==> src/rtl/uart_fc_core.sv <==
// UART transceiver with TX/RX FIFOs, programmable frame format and RTS/CTS flow control.
// uart_tx goes through one extra output flop, so the first start bit appears two edges after the push.

module uart_fc_fifo #(
  parameter int W     = 8,
  parameter int DEPTH = 8
) (
  input  logic                     clk,
  input  logic                     rst_n,
  input  logic                     push,
  input  logic                     pop,
  input  logic [W-1:0]             din,
  output logic [W-1:0]             dout,
  output logic                     empty,
  output logic [$clog2(DEPTH):0]   level
);
  localparam int AW = $clog2(DEPTH);

  logic [AW:0]  wptr, rptr;
  logic [W-1:0] mem [DEPTH];
  logic         full, do_push, do_pop;

  // The extra pointer MSB tells full from empty when the index bits match.
  assign full    = (wptr[AW] != rptr[AW]) && (wptr[AW-1:0] == rptr[AW-1:0]);
  assign empty   = (wptr == rptr);
  assign do_pop  = pop && !empty;
  assign do_push = push && (!full || do_pop);
  assign level   = wptr - rptr;
  assign dout    = empty ? '0 : mem[rptr[AW-1:0]];

  always_ff @(posedge clk or negedge rst_n) begin
    if (!rst_n) begin
      wptr <= '0;
      rptr <= '0;
    end else begin
      if (do_push) wptr <= wptr + 1'b1;
      if (do_pop)  rptr <= rptr + 1'b1;
    end
  end

  always_ff @(posedge clk) begin
    if (do_push) mem[wptr[AW-1:0]] <= din;
  end
endmodule

module uart_fc_core #(
  parameter int FREQ       = 10000000,
  parameter int BAUD       = 100000,
  parameter int DATA_BITS  = 8,
  parameter int PARITY     = 0,
  parameter int STOP_BITS  = 1,
  parameter int FIFO_DEPTH = 8
) (
  input  logic                 clk,
  input  logic                 rst_n,
  input  logic [DATA_BITS-1:0] tx_data,
  input  logic                 tx_valid,
  output logic                 tx_ready,
  output logic [DATA_BITS-1:0] rx_data,
  output logic                 rx_valid,
  input  logic                 rx_ready,
  output logic                 rx_parity_err,
  output logic                 rx_frame_err,
  output logic                 rx_overrun,
  output logic                 uart_tx,
  input  logic                 uart_rx,
  output logic                 uart_rts,
  input  logic                 uart_cts
);
  localparam int DIV = FREQ / BAUD;
  localparam int CW  = $clog2(DIV);
  localparam int AW  = $clog2(FIFO_DEPTH);
  localparam int LW  = AW + 1;
  localparam logic [CW-1:0] BIT_END   = CW'(DIV - 1);
  localparam logic [CW-1:0] HALF_END  = CW'(DIV / 2 - 1);
  localparam logic [2:0]    LAST_DATA = 3'(DATA_BITS - 1);
  localparam logic          LAST_STOP = 1'(STOP_BITS - 1);
  localparam logic [LW-1:0] FULL_LVL  = LW'(FIFO_DEPTH);
  localparam logic [LW-1:0] RTS_LVL   = LW'(FIFO_DEPTH - 2);

  typedef enum logic [2:0] {S_IDLE, S_START, S_DATA, S_PAR, S_STOP} state_t;

  function automatic logic par_of(input logic [DATA_BITS-1:0] d);
    return (^d) ^ (PARITY == 1);
  endfunction

  // ---------------- synchronisers ----------------
  logic rx_meta, rx_s, rx_q, cts_meta, cts_s;
  logic rx_fall;

  always_ff @(posedge clk or negedge rst_n) begin
    if (!rst_n) begin
      rx_meta  <= 1'b1;
      rx_s     <= 1'b1;
      rx_q     <= 1'b1;
      cts_meta <= 1'b1;
      cts_s    <= 1'b1;
    end else begin
      rx_meta  <= uart_rx;
      rx_s     <= rx_meta;
      rx_q     <= rx_s;
      cts_meta <= uart_cts;
      cts_s    <= cts_meta;
    end
  end

  assign rx_fall = rx_q && !rx_s;

  // ---------------- FIFOs ----------------
  logic [DATA_BITS-1:0] tx_head, rx_head, rx_sh;
  logic                 tx_empty, rx_empty, tx_push, tx_pop, rx_push, rx_pop, rx_full;
  logic [LW-1:0]        tx_level, rx_level;

  assign tx_ready = (tx_level != FULL_LVL);
  assign tx_push  = tx_valid && tx_ready;
  assign rx_valid = !rx_empty;
  assign rx_data  = rx_head;
  assign rx_pop   = rx_valid && rx_ready;
  assign rx_full  = (rx_level == FULL_LVL);

  uart_fc_fifo #(.W(DATA_BITS), .DEPTH(FIFO_DEPTH)) u_tx_fifo (
    .clk(clk), .rst_n(rst_n), .push(tx_push), .pop(tx_pop), .din(tx_data),
    .dout(tx_head), .empty(tx_empty), .level(tx_level)
  );

  uart_fc_fifo #(.W(DATA_BITS), .DEPTH(FIFO_DEPTH)) u_rx_fifo (
    .clk(clk), .rst_n(rst_n), .push(rx_push), .pop(rx_pop), .din(rx_sh),
    .dout(rx_head), .empty(rx_empty), .level(rx_level)
  );

  // ---------------- transmitter ----------------
  state_t               tx_st;
  logic [CW-1:0]        tx_cnt;
  logic [2:0]           tx_bit;
  logic                 tx_stop, tx_par, tx_line, tx_last;
  logic [DATA_BITS-1:0] tx_sh;

  assign tx_last = (tx_cnt == BIT_END);
  // Pop from IDLE or at the end of the last stop bit, so queued frames run gap-free.
  assign tx_pop  = !tx_empty && cts_s &&
                   ((tx_st == S_IDLE) || (tx_st == S_STOP && tx_last && tx_stop == LAST_STOP));

  always_ff @(posedge clk or negedge rst_n) begin
    if (!rst_n) begin
      tx_st   <= S_IDLE;
      tx_cnt  <= '0;
      tx_bit  <= '0;
      tx_stop <= 1'b0;
      tx_par  <= 1'b0;
      tx_sh   <= '0;
      tx_line <= 1'b1;
      uart_tx <= 1'b1;
    end else begin
      uart_tx <= tx_line;
      if (tx_st != S_IDLE) tx_cnt <= tx_last ? '0 : tx_cnt + CW'(1);
      case (tx_st)
        S_IDLE: if (tx_pop) begin
          tx_st   <= S_START;
          tx_sh   <= tx_head;
          tx_par  <= par_of(tx_head);
          tx_line <= 1'b0;
          tx_cnt  <= '0;
        end
        S_START: if (tx_last) begin
          tx_st   <= S_DATA;
          tx_bit  <= '0;
          tx_line <= tx_sh[0];
        end
        S_DATA: if (tx_last) begin
          if (tx_bit == LAST_DATA) begin
            tx_stop <= 1'b0;
            if (PARITY != 0) begin
              tx_st   <= S_PAR;
              tx_line <= tx_par;
            end else begin
              tx_st   <= S_STOP;
              tx_line <= 1'b1;
            end
          end else begin
            tx_bit  <= tx_bit + 3'd1;
            tx_sh   <= tx_sh >> 1;
            tx_line <= tx_sh[1];
          end
        end
        S_PAR: if (tx_last) begin
          tx_st   <= S_STOP;
          tx_stop <= 1'b0;
          tx_line <= 1'b1;
        end
        S_STOP: if (tx_last) begin
          if (tx_stop == LAST_STOP) begin
            if (tx_pop) begin
              tx_st   <= S_START;
              tx_sh   <= tx_head;
              tx_par  <= par_of(tx_head);
              tx_line <= 1'b0;
            end else begin
              tx_st   <= S_IDLE;
            end
          end else begin
            tx_stop <= tx_stop + 1'b1;
          end
        end
        default: tx_st <= S_IDLE;
      endcase
    end
  end

  // ---------------- receiver ----------------
  state_t        rx_st;
  logic [CW-1:0] rx_cnt;
  logic [2:0]    rx_bit;
  logic          rx_par, rx_last, rx_drop;

  assign rx_last = (rx_cnt == BIT_END);
  assign rx_push = (rx_st == S_STOP) && rx_last && rx_s;
  assign rx_drop = rx_full && !rx_pop;

  always_ff @(posedge clk or negedge rst_n) begin
    if (!rst_n) begin
      rx_st         <= S_IDLE;
      rx_cnt        <= '0;
      rx_bit        <= '0;
      rx_sh         <= '0;
      rx_par        <= 1'b0;
      rx_parity_err <= 1'b0;
      rx_frame_err  <= 1'b0;
      rx_overrun    <= 1'b0;
    end else begin
      rx_parity_err <= 1'b0;
      rx_frame_err  <= 1'b0;
      rx_overrun    <= 1'b0;
      rx_cnt        <= (rx_st == S_IDLE || rx_last) ? '0 : rx_cnt + CW'(1);
      case (rx_st)
        S_IDLE: if (rx_fall) rx_st <= S_START;
        S_START: if (rx_cnt == HALF_END) begin
          rx_cnt <= '0;
          rx_bit <= '0;
          rx_st  <= rx_s ? S_IDLE : S_DATA;
        end
        S_DATA: if (rx_last) begin
          rx_sh <= {rx_s, rx_sh[DATA_BITS-1:1]};
          if (rx_bit == LAST_DATA) rx_st <= (PARITY != 0) ? S_PAR : S_STOP;
          else                     rx_bit <= rx_bit + 3'd1;
        end
        S_PAR: if (rx_last) begin
          rx_par <= rx_s;
          rx_st  <= S_STOP;
        end
        // A low stop bit returns to IDLE; the edge detector re-arms only once the line goes high.
        S_STOP: if (rx_last) begin
          rx_st        <= S_IDLE;
          rx_frame_err <= !rx_s;
          if (rx_s) begin
            rx_overrun    <= rx_drop;
            rx_parity_err <= (PARITY != 0) && !rx_drop && (rx_par != par_of(rx_sh));
          end
        end
        default: rx_st <= S_IDLE;
      endcase
    end
  end

  always_ff @(posedge clk or negedge rst_n) begin
    if (!rst_n) uart_rts <= 1'b1;
    else        uart_rts <= (rx_level <= RTS_LVL);
  end
endmodule

==> config.mk <==
export PLATFORM = sky130hd
export DESIGN_NAME = uart_fc_core
export DESIGN_NICKNAME = d
export VERILOG_FILES = /design/src/rtl/uart_fc_core.sv
export SDC_FILE = /design/constraint.sdc
export NUM_CORES = 1
export LEC_CHECK = 0
export ABC_AREA = 1
export ABC_CLOCK_PERIOD_IN_PS = 5000
export CORE_ASPECT_RATIO = 0.75
export CORE_MARGIN = 1
export CORE_UTILIZATION = 55
export DETAILED_ROUTE_END_ITERATION = 10
export GPL_TIMING_DRIVEN = 0
export PLACE_DENSITY = 0.77
export SLEW_MARGIN = 10
export SYNTH_ARGS = -nofsm -noshare
export SYNTH_HDL_FRONTEND = slang
export SYNTH_SLANG_ARGS = --single-unit
==> constraint.sdc <==
create_clock -name clk -period 5 [get_ports clk]
set_input_delay 0.75 -clock clk [delete_from_list [all_inputs] [get_ports clk]]
set_output_delay 0.75 -clock clk [all_outputs]
set_load 0.01 [all_outputs]
==> reports/qor.json, run 1 <==
{
  "run_status": {"value": "finished, final reports clean"},
  "m1WireLength": {"value": 8080, "unit": "µm"},
  "clock_skews": {"value": 0.0104, "unit": "ns"},
  "wl_met2": {"value": 8000, "unit": "µm"},
  "first_pass_iters": {"value": 5},
  "synthTopCellsByCount": {"value": "nor2_1, edfxtp_1, nand2_1"},
  "final.min_clock_period": {"value": 4.11, "unit": "ns"},
  "detailed_place_hpwl": {"value": 12000, "unit": "µm"},
  "port_buffers": {"value": 27},
  "synth_area_leaders": {"value": "edfxtp_1, dfrtp_1, nor2_1"},
  "dieWidth": {"value": 146, "unit": "µm"},
  "dominantRegCellSynth": {"value": "edfxtp_1"},
  "htree_num_levels": {"value": 4},
  "grt_overflow_total": {"value": 0},
  "first_global_vias": {"value": 5610},
  "syn-cell-area": {"value": 8590, "unit": "µm²"},
  "report.final.setup_viol": {"value": 0},
  "std_cell_rows": {"value": 39},
  "dr_total_vias": {"value": 5935},
  "cts_setup_buffers": {"value": 0},
  "postRouteWirelength": {"value": 17500, "unit": "µm"},
  "clock_sinks": {"value": 196},
  "wire_length_of_the_first_global_routing_pass": {"value": 28300, "unit": "µm"},
  "maxCapViolations": {"value": 0},
  "routed.top_layer": {"value": "met4"},
  "initial_utilization": {"value": 56.4, "unit": "%"},
  "synthesis.area_per_instance": {"value": 10.6, "unit": "µm²"},
  "aggregate_negative_setup_slack": {"value": 0, "unit": "ns"},
  "worst_supply_voltage_drop_on_vdd": {"value": 0.000332, "unit": "V"},
  "areaGrowthSynthToFinish": {"value": 12.5, "unit": "%"},
  "cellPowerDensity": {"value": 563, "unit": "nW/µm²"},
  "worst_pin_slew": {"value": 0.849, "unit": "ns"},
  "drt_iter0_markers": {"value": 562},
  "syn_inst": {"value": 809},
  "worst-path-max-fanout": {"value": 11},
  "gp_congestion": {"value": 0.834},
  "final_min_period_over_clock_period": {"value": 82.1, "unit": "%"},
  "clkSlewWorstSetupHoldPaths": {"value": 0.07, "unit": "ns"},
  "cts.repair.resized": {"value": 0},
  "synth_area_leader_cell": {"value": "edfxtp_1"},
  "synth-seq-cells": {"value": 196},
  "track_usage": {"value": 23.2, "unit": "%"},
  "hold_violations": {"value": 0},
  "tritoncts": {"value": "done"},
  "synth-seq-area-share": {"value": 64.7, "unit": "%"},
  "drcViolationCount": {"value": 0},
  "final_max_slew_viol_count": {"value": 0},
  "synth_nets": {"value": 841},
  "holdCritPathClass": {"value": "in2async"},
  "async_flop_share": {"value": 34.7, "unit": "%"},
  "worst-endpoint-arrival": {"value": 3.36, "unit": "ns"},
  "cell_with_the_most_instances_after_synthesis": {"value": "nor2_1"},
  "drive_gt1_share": {"value": 10.4, "unit": "%"},
  "antenna_left": {"value": 0},
  "post-route-worst-setup-slack": {"value": 0.893, "unit": "ns"},
  "setup_slack_at_placement": {"value": 1.41, "unit": "ns"},
  "number_of_enable_flip_flop_cells_after_synthesis": {"value": 128},
  "timing.critical_path.from_type": {"value": "flop"},
  "relSlewSlack": {"value": 43.2, "unit": "%"},
  "grt_setup_unrepaired": {"value": "no"},
  "total_power": {"value": 5.44, "unit": "mW"},
  "placeableCoreArea": {"value": 15200, "unit": "µm²"},
  "yosys_warnings": {"value": 0},
  "max_freq": {"value": 244, "unit": "MHz"},
  "yosysTopAreaCellShare": {"value": 44.7, "unit": "%"},
  "cp.required": {"value": 4.25, "unit": "ns"},
  "holdWs": {"value": 0.239, "unit": "ns"},
  "clock-root-buffer": {"value": "clkbuf_16"},
  "dieArea": {"value": 16100, "unit": "µm²"},
  "wl_per_cell": {"value": 16.3, "unit": "µm"},
  "diodes": {"value": 0},
  "numCtsBuffers": {"value": 17},
  "post_synth_num_cell_types": {"value": 39},
  "leak": {"value": 3.97, "unit": "nW"},
  "layout.filler_cells": {"value": 1200},
  "ios": {"value": 29},
  "nNetsFinal": {"value": 888},
  "clock_latency": {"value": 0.43, "unit": "ns"},
  "cts-root-to-sink-buffers": {"value": 2},
  "chipHeight": {"value": 110, "unit": "µm"},
  "critical_path_class": {"value": "reg2out"},
  "detailroute.wirelength.met3": {"value": 1250, "unit": "µm"},
  "cts_stage_hold_buffer_count": {"value": 0},
  "multi_input_area": {"value": 2730, "unit": "µm²"},
  "detail_route.vias_per_cell": {"value": 5.53},
  "antenna_violations_before_repair": {"value": 0},
  "worst_setup_path_end_kind": {"value": "output pin"},
  "seqCellArea": {"value": 5560, "unit": "µm²"},
  "grt_start_max_net_pins": {"value": 41}
}
==> power breakdown <==
part | leakage (nW) | internal (mW) | switching, mW
clock network | 0.246 | 0.652 | 0.585
logic | 1.53 | 0.745 | 1.34
registers | 2.19 | 1.95 | 0.165
==> state kept, by name, indices dropped and copies added, names as in the netlist, 3 cells and up <==
| register | flops |
|---|---|
| u_rx_fifo.mem | 64 |
| u_tx_fifo.mem | 64 |
| rx_sh | 8 |
| tx_sh | 8 |
| rx_cnt | 7 |
| tx_cnt | 7 |
| u_rx_fifo.rptr | 4 |
| u_rx_fifo.wptr | 4 |
| u_tx_fifo.rptr | 4 |
| u_tx_fifo.wptr | 4 |
| rx_bit | 3 |
| rx_st | 3 |
| tx_bit | 3 |
| tx_st | 3 |
==> per-stage QoR <==
step	area (µm²)	instances	util (%)
2_1_floorplan	8590	809	-
3_3_place_gp	9120	1041	59.9
3_5_place_dp	9140	1042	60.0
4_1_cts	9670	1074	63.5
5_1_grt	9670	1074	63.5
6_report	9670	1074	63.5
==> placed cells by master (no fill, tap or decap), types with 19 or more instances in the layout <==
cell / synthesis / final
nor2_1: 156 / 156
inv_1: 42 / 42
clkdlybuf4s50_1: 0 / 26
o21ai_0: 86 / 86
dfrtp_1: 60 / 60
nand3_1: 48 / 48
edfxtp_1: 128 / 128
nand2_1: 125 / 125
o22ai_1: 19 / 19
==> critical path: stages, from the launching register on <==
cell	delay, ns
dfrtp_1	0.55
inv_1	0.30
clkbuf_1	0.43
ha_1	0.32
nand2_1	0.08
nor2_1	0.05
nand2_1	0.09
buf_2	0.23
o21ai_0	0.19
nor2_1	0.12
clkdlybuf4s50_1	0.54
==> cell families (layout without fill, tap and decap cells) <==
family | Yosys count | after routing | share of synthesized area (%)
XOR/XNOR | 18 | 18 | 1.83
buffers and inverters | 76 | 136 | 3.60
adder cells (fa/ha/maj) | 18 | 18 | 2.71
flip-flops | 196 | 196 | 64.7
AO/OA/AOI/OAI | 130 | 130 | 8.18
other | 1 | 1 | 0.0436
AND/OR/NAND/NOR | 370 | 370 | 19.0
==> worst paths after layout <==
kind                                        start                   to  slack, ns  cells past startpoint
max in group asynchronous                   rst_n             uart_rts       4.15                      2
worst max register to register  u_rx_fifo.rptr[1]  u_rx_fifo.mem[4][7]       1.73                     10
min in group clk                         cts_meta                cts_s       0.36                      0
worst min register to register           cts_meta                cts_s       0.36                      0
worst min-delay path                        rst_n            rx_cnt[2]       0.24                      1
worst max-delay path            u_rx_fifo.rptr[1]           rx_data[4]       0.89                     10
==> routing by layer <==
layer | global-route usage, % | vias to the layer above
met5 | 0 | -
met4 | 6.32 | 0
met3 | 6.05 | 15
met2 | 36.2 | 229
met1 | 32.5 | 2842
li1 | - | 2849
==> layout make-up <==
cell class              instances  share of cell area [%]
clock inverters                11                   0.854
well taps                     205                    2.65
clock buffers                  21                    4.66
inverters                      52                    2.04
multi-input cells             537                    28.2
repair buffers                 28                    2.98
plain buffers                  24                    1.15
flip-flops and latches        196                    57.5
No activity file was read; power rests on OpenSTA's default activity.
==> run 2, diff against run 1 <==
Settings changed: ABC_CLOCK_PERIOD_IN_PS 5000 to 4000.
Clock period 5 ns to 4 ns, I/O delays scaled along.
==> reports/qor.json, run 2 (synthesis results as in run 1) <==
{
  "run_status": {"value": "finished, final reports clean"},
  "drcViolationCount": {"value": 0, "change": "unchanged"},
  "antenna_left": {"value": 0, "change": "unchanged"},
  "worst_setup_path_end_kind": {"value": "output pin"},
  "most-common-layout-cells": {"value": "nor2_1, edfxtp_1, nand2_1"},
  "drive_gt1_share": {"value": 10.4, "unit": "%", "change": "+0.012 points"},
  "ios": {"value": 29, "change": "unchanged"},
  "std_cell_rows": {"value": 39, "change": "unchanged"},
  "areaGrowthSynthToFinish": {"value": 12.5, "unit": "%", "change": "about the same"},
  "postLayoutCellArea": {"value": 9670, "unit": "µm²", "change": "about the same"},
  "cp-startpoint": {"value": "u_rx_fifo.rptr[1]"},
  "timing.critical_path.from_type": {"value": "flop"},
  "gp_congestion": {"value": 0.834, "change": "unchanged"},
  "maxCapViolations": {"value": 0, "change": "unchanged"},
  "longest_individual_stage_delay_on_the_worst_path": {"value": 0.62, "unit": "ns", "change": "+0.07 ns"},
  "worst-path-max-fanout": {"value": 18, "change": "+7"},
  "numCtsBuffers": {"value": 17, "change": "unchanged"},
  "grt_start_max_net_pins": {"value": 41, "change": "unchanged"},
  "diodes": {"value": 0, "change": "unchanged"},
  "holdCritPathClass": {"value": "in2async"},
  "wire_length_of_the_first_global_routing_pass": {"value": 28300, "unit": "µm", "change": "unchanged"},
  "dr_total_vias": {"value": 5923, "change": "-0.20%"},
  "final_cells": {"value": 1073, "change": "-0.093%"},
  "report.final.setup_viol": {"value": 0, "change": "unchanged"},
  "htree_num_levels": {"value": 4, "change": "unchanged"},
  "cts-root-to-sink-buffers": {"value": 2, "change": "unchanged"},
  "cts.repair.resized": {"value": 0, "change": "unchanged"},
  "cts_setup_buffers": {"value": 0, "change": "unchanged"},
  "cpMaxStageDelayCell": {"value": "dfrtp_1"},
  "critical_path.top_delay_family": {"value": "buffers and inverters"},
  "grt_overflow_total": {"value": 0, "change": "unchanged"},
  "mostFrequentLayoutCell": {"value": "nor2_1"},
  "dieWidth": {"value": 146, "unit": "µm", "change": "unchanged"},
  "relSlewSlack": {"value": 43.7, "unit": "%", "change": "+0.52 points"},
  "path_buf_inv": {"value": 3, "change": "-1"},
  "initial_utilization": {"value": 56.4, "unit": "%", "change": "unchanged"},
  "nNetsFinal": {"value": 887, "change": "-0.11%"},
  "first_pass_iters": {"value": 5, "change": "unchanged"},
  "clkSlewWorstSetupHoldPaths": {"value": 0.07, "unit": "ns", "change": "about the same"},
  "clock-root-buffer": {"value": "clkbuf_16"},
  "path_cells": {"value": "inv_1 > ha_1 > nand2_1 > nor2_1 > nand2_1 > buf_2 > o21ai_0 > nor2_1 > clkdlybuf4s50_1"},
  "track_usage": {"value": 23.2, "unit": "%", "change": "unchanged"},
  "placeableCoreArea": {"value": 15200, "unit": "µm²", "change": "unchanged"},
  "worst-endpoint-arrival": {"value": 3.16, "unit": "ns", "change": "-0.20 ns"},
  "cts_stage_hold_buffer_count": {"value": 0, "change": "unchanged"},
  "reg2reg_from": {"value": "u_tx_fifo.rptr[1]"},
  "drt_iter0_markers": {"value": 612, "change": "+8.9%"},
  "postRouteWirelength": {"value": 17500, "unit": "µm", "change": "-0.11%"},
  "critical_path_class": {"value": "reg2out"},
  "r2r-end": {"value": "u_tx_fifo.mem[5][6]"},
  "cellPowerDensity": {"value": 703, "unit": "nW/µm²", "change": "+25%"},
  "grt_setup_unrepaired": {"value": "no"},
  "final.min_clock_period": {"value": 3.76, "unit": "ns"},
  "final_min_period_over_clock_period": {"value": 94.0, "unit": "%"},
  "max_freq": {"value": 266, "unit": "MHz"},
  "antenna_violations_before_repair": {"value": 0, "change": "unchanged"},
  "layout.filler_cells": {"value": 1202, "change": "+0.17%"},
  "port_buffers": {"value": 27, "change": "unchanged"},
  "timing.reg2reg.worst_path_depth": {"value": 13, "change": "+3"},
  "worst_supply_voltage_drop_on_vdd": {"value": 0.000415, "unit": "V", "change": "+25%"},
  "final_max_slew_viol_count": {"value": 0, "change": "unchanged"},
  "detail_route.vias_per_cell": {"value": 5.52, "change": "-0.11%"},
  "first_global_vias": {"value": 5610, "change": "unchanged"},
  "dpl.cell_count": {"value": 1042, "change": "unchanged"},
  "aggregate_negative_setup_slack": {"value": 0, "unit": "ns", "change": "unchanged"},
  "timing.reg2reg.setup_slack": {"value": 0.85, "unit": "ns", "change": "-0.88 ns"},
  "cp.required": {"value": 3.40, "unit": "ns", "change": "-0.85 ns"},
  "dieArea": {"value": 16100, "unit": "µm²", "change": "unchanged"},
  "chipHeight": {"value": 110, "unit": "µm", "change": "unchanged"},
  "tritoncts": {"value": "done"},
  "wl_per_cell": {"value": 16.3, "unit": "µm", "change": "about the same"},
  "clock_skews": {"value": 0.0110, "unit": "ns", "change": "+0.000586 ns"},
  "leak": {"value": 3.97, "unit": "nW", "change": "about the same"},
  "final_core_utilization": {"value": 63.5, "unit": "%", "change": "about the same"},
  "holdWs": {"value": 0.0882, "unit": "ns", "change": "-0.151 ns"},
  "clock_latency": {"value": 0.43, "unit": "ns", "change": "about the same"},
  "detailed_place_hpwl": {"value": 12000, "unit": "µm", "change": "unchanged"},
  "worst_pin_slew": {"value": 0.841, "unit": "ns", "change": "-0.00775 ns"},
  "clock_sinks": {"value": 196, "change": "unchanged"},
  "placed_cell_area": {"value": 9140, "unit": "µm²", "change": "unchanged"},
  "hold_violations": {"value": 0, "change": "unchanged"}
}
## run 2: cell types whose count changed in the layout (fill, tap and decap cells not counted), sizes merged
cell and change:
clkbuf -1
## run 2: metrics by stage
stage	power [mW]	worst slack, ns
3_3_place_gp	5.16	-0.00221
2_1_floorplan	4.45	1.52
3_5_place_dp	5.25	0.565
5_1_grt	7.25	0.0588
4_1_cts	6.80	0.0780
6_report	6.79	0.241
## run 2: worst max path at each step
stage	to	slack [ns]	cells past startpoint
floorplan	u_tx_fifo.mem[3][0]	1.52	13
global placement	u_rx_fifo.rptr[2]	-0.002	1
detailed placement	rx_data[7]	0.56	10
CTS	rx_data[4]	0.08	10
global route	rx_data[5]	0.06	9
finish	rx_data[4]	0.24	9
## run 2: cell type report
type	count	area (µm²)	share of cell area [%]
sequential	196	5560	57.5
inverter	52	198	2.05
timing repair buffer	28	288	2.98
clock inverter	11	82.6	0.854
multi-input combinational	537	2730	28.2
clock buffer	21	450	4.66
buffer	23	108	1.11
tap	205	256	2.65
## run 2: report_power, final
group,switching (mW),internal [mW]
sequential,0.205,2.44
clock,0.728,0.815
combinational,1.67,0.930
## run 2: worst reg2reg max path, delay by kind of cell (launching register included)
family	cells	cell delay (ns)
buffers and inverters	4	0.70
DFF	1	0.35
adders and majority gates	1	0.33
and+or+nand+nor	8	1.38
## run 2: per-layer routing
metal,vias up,part of all wire [%],global-route usage [%]
li1,2840,-,-
met1,2826,46,32.5
met2,240,46,36.2
met3,17,7.3,6.05
met4,0,0.62,6.32
met5,-,0,0
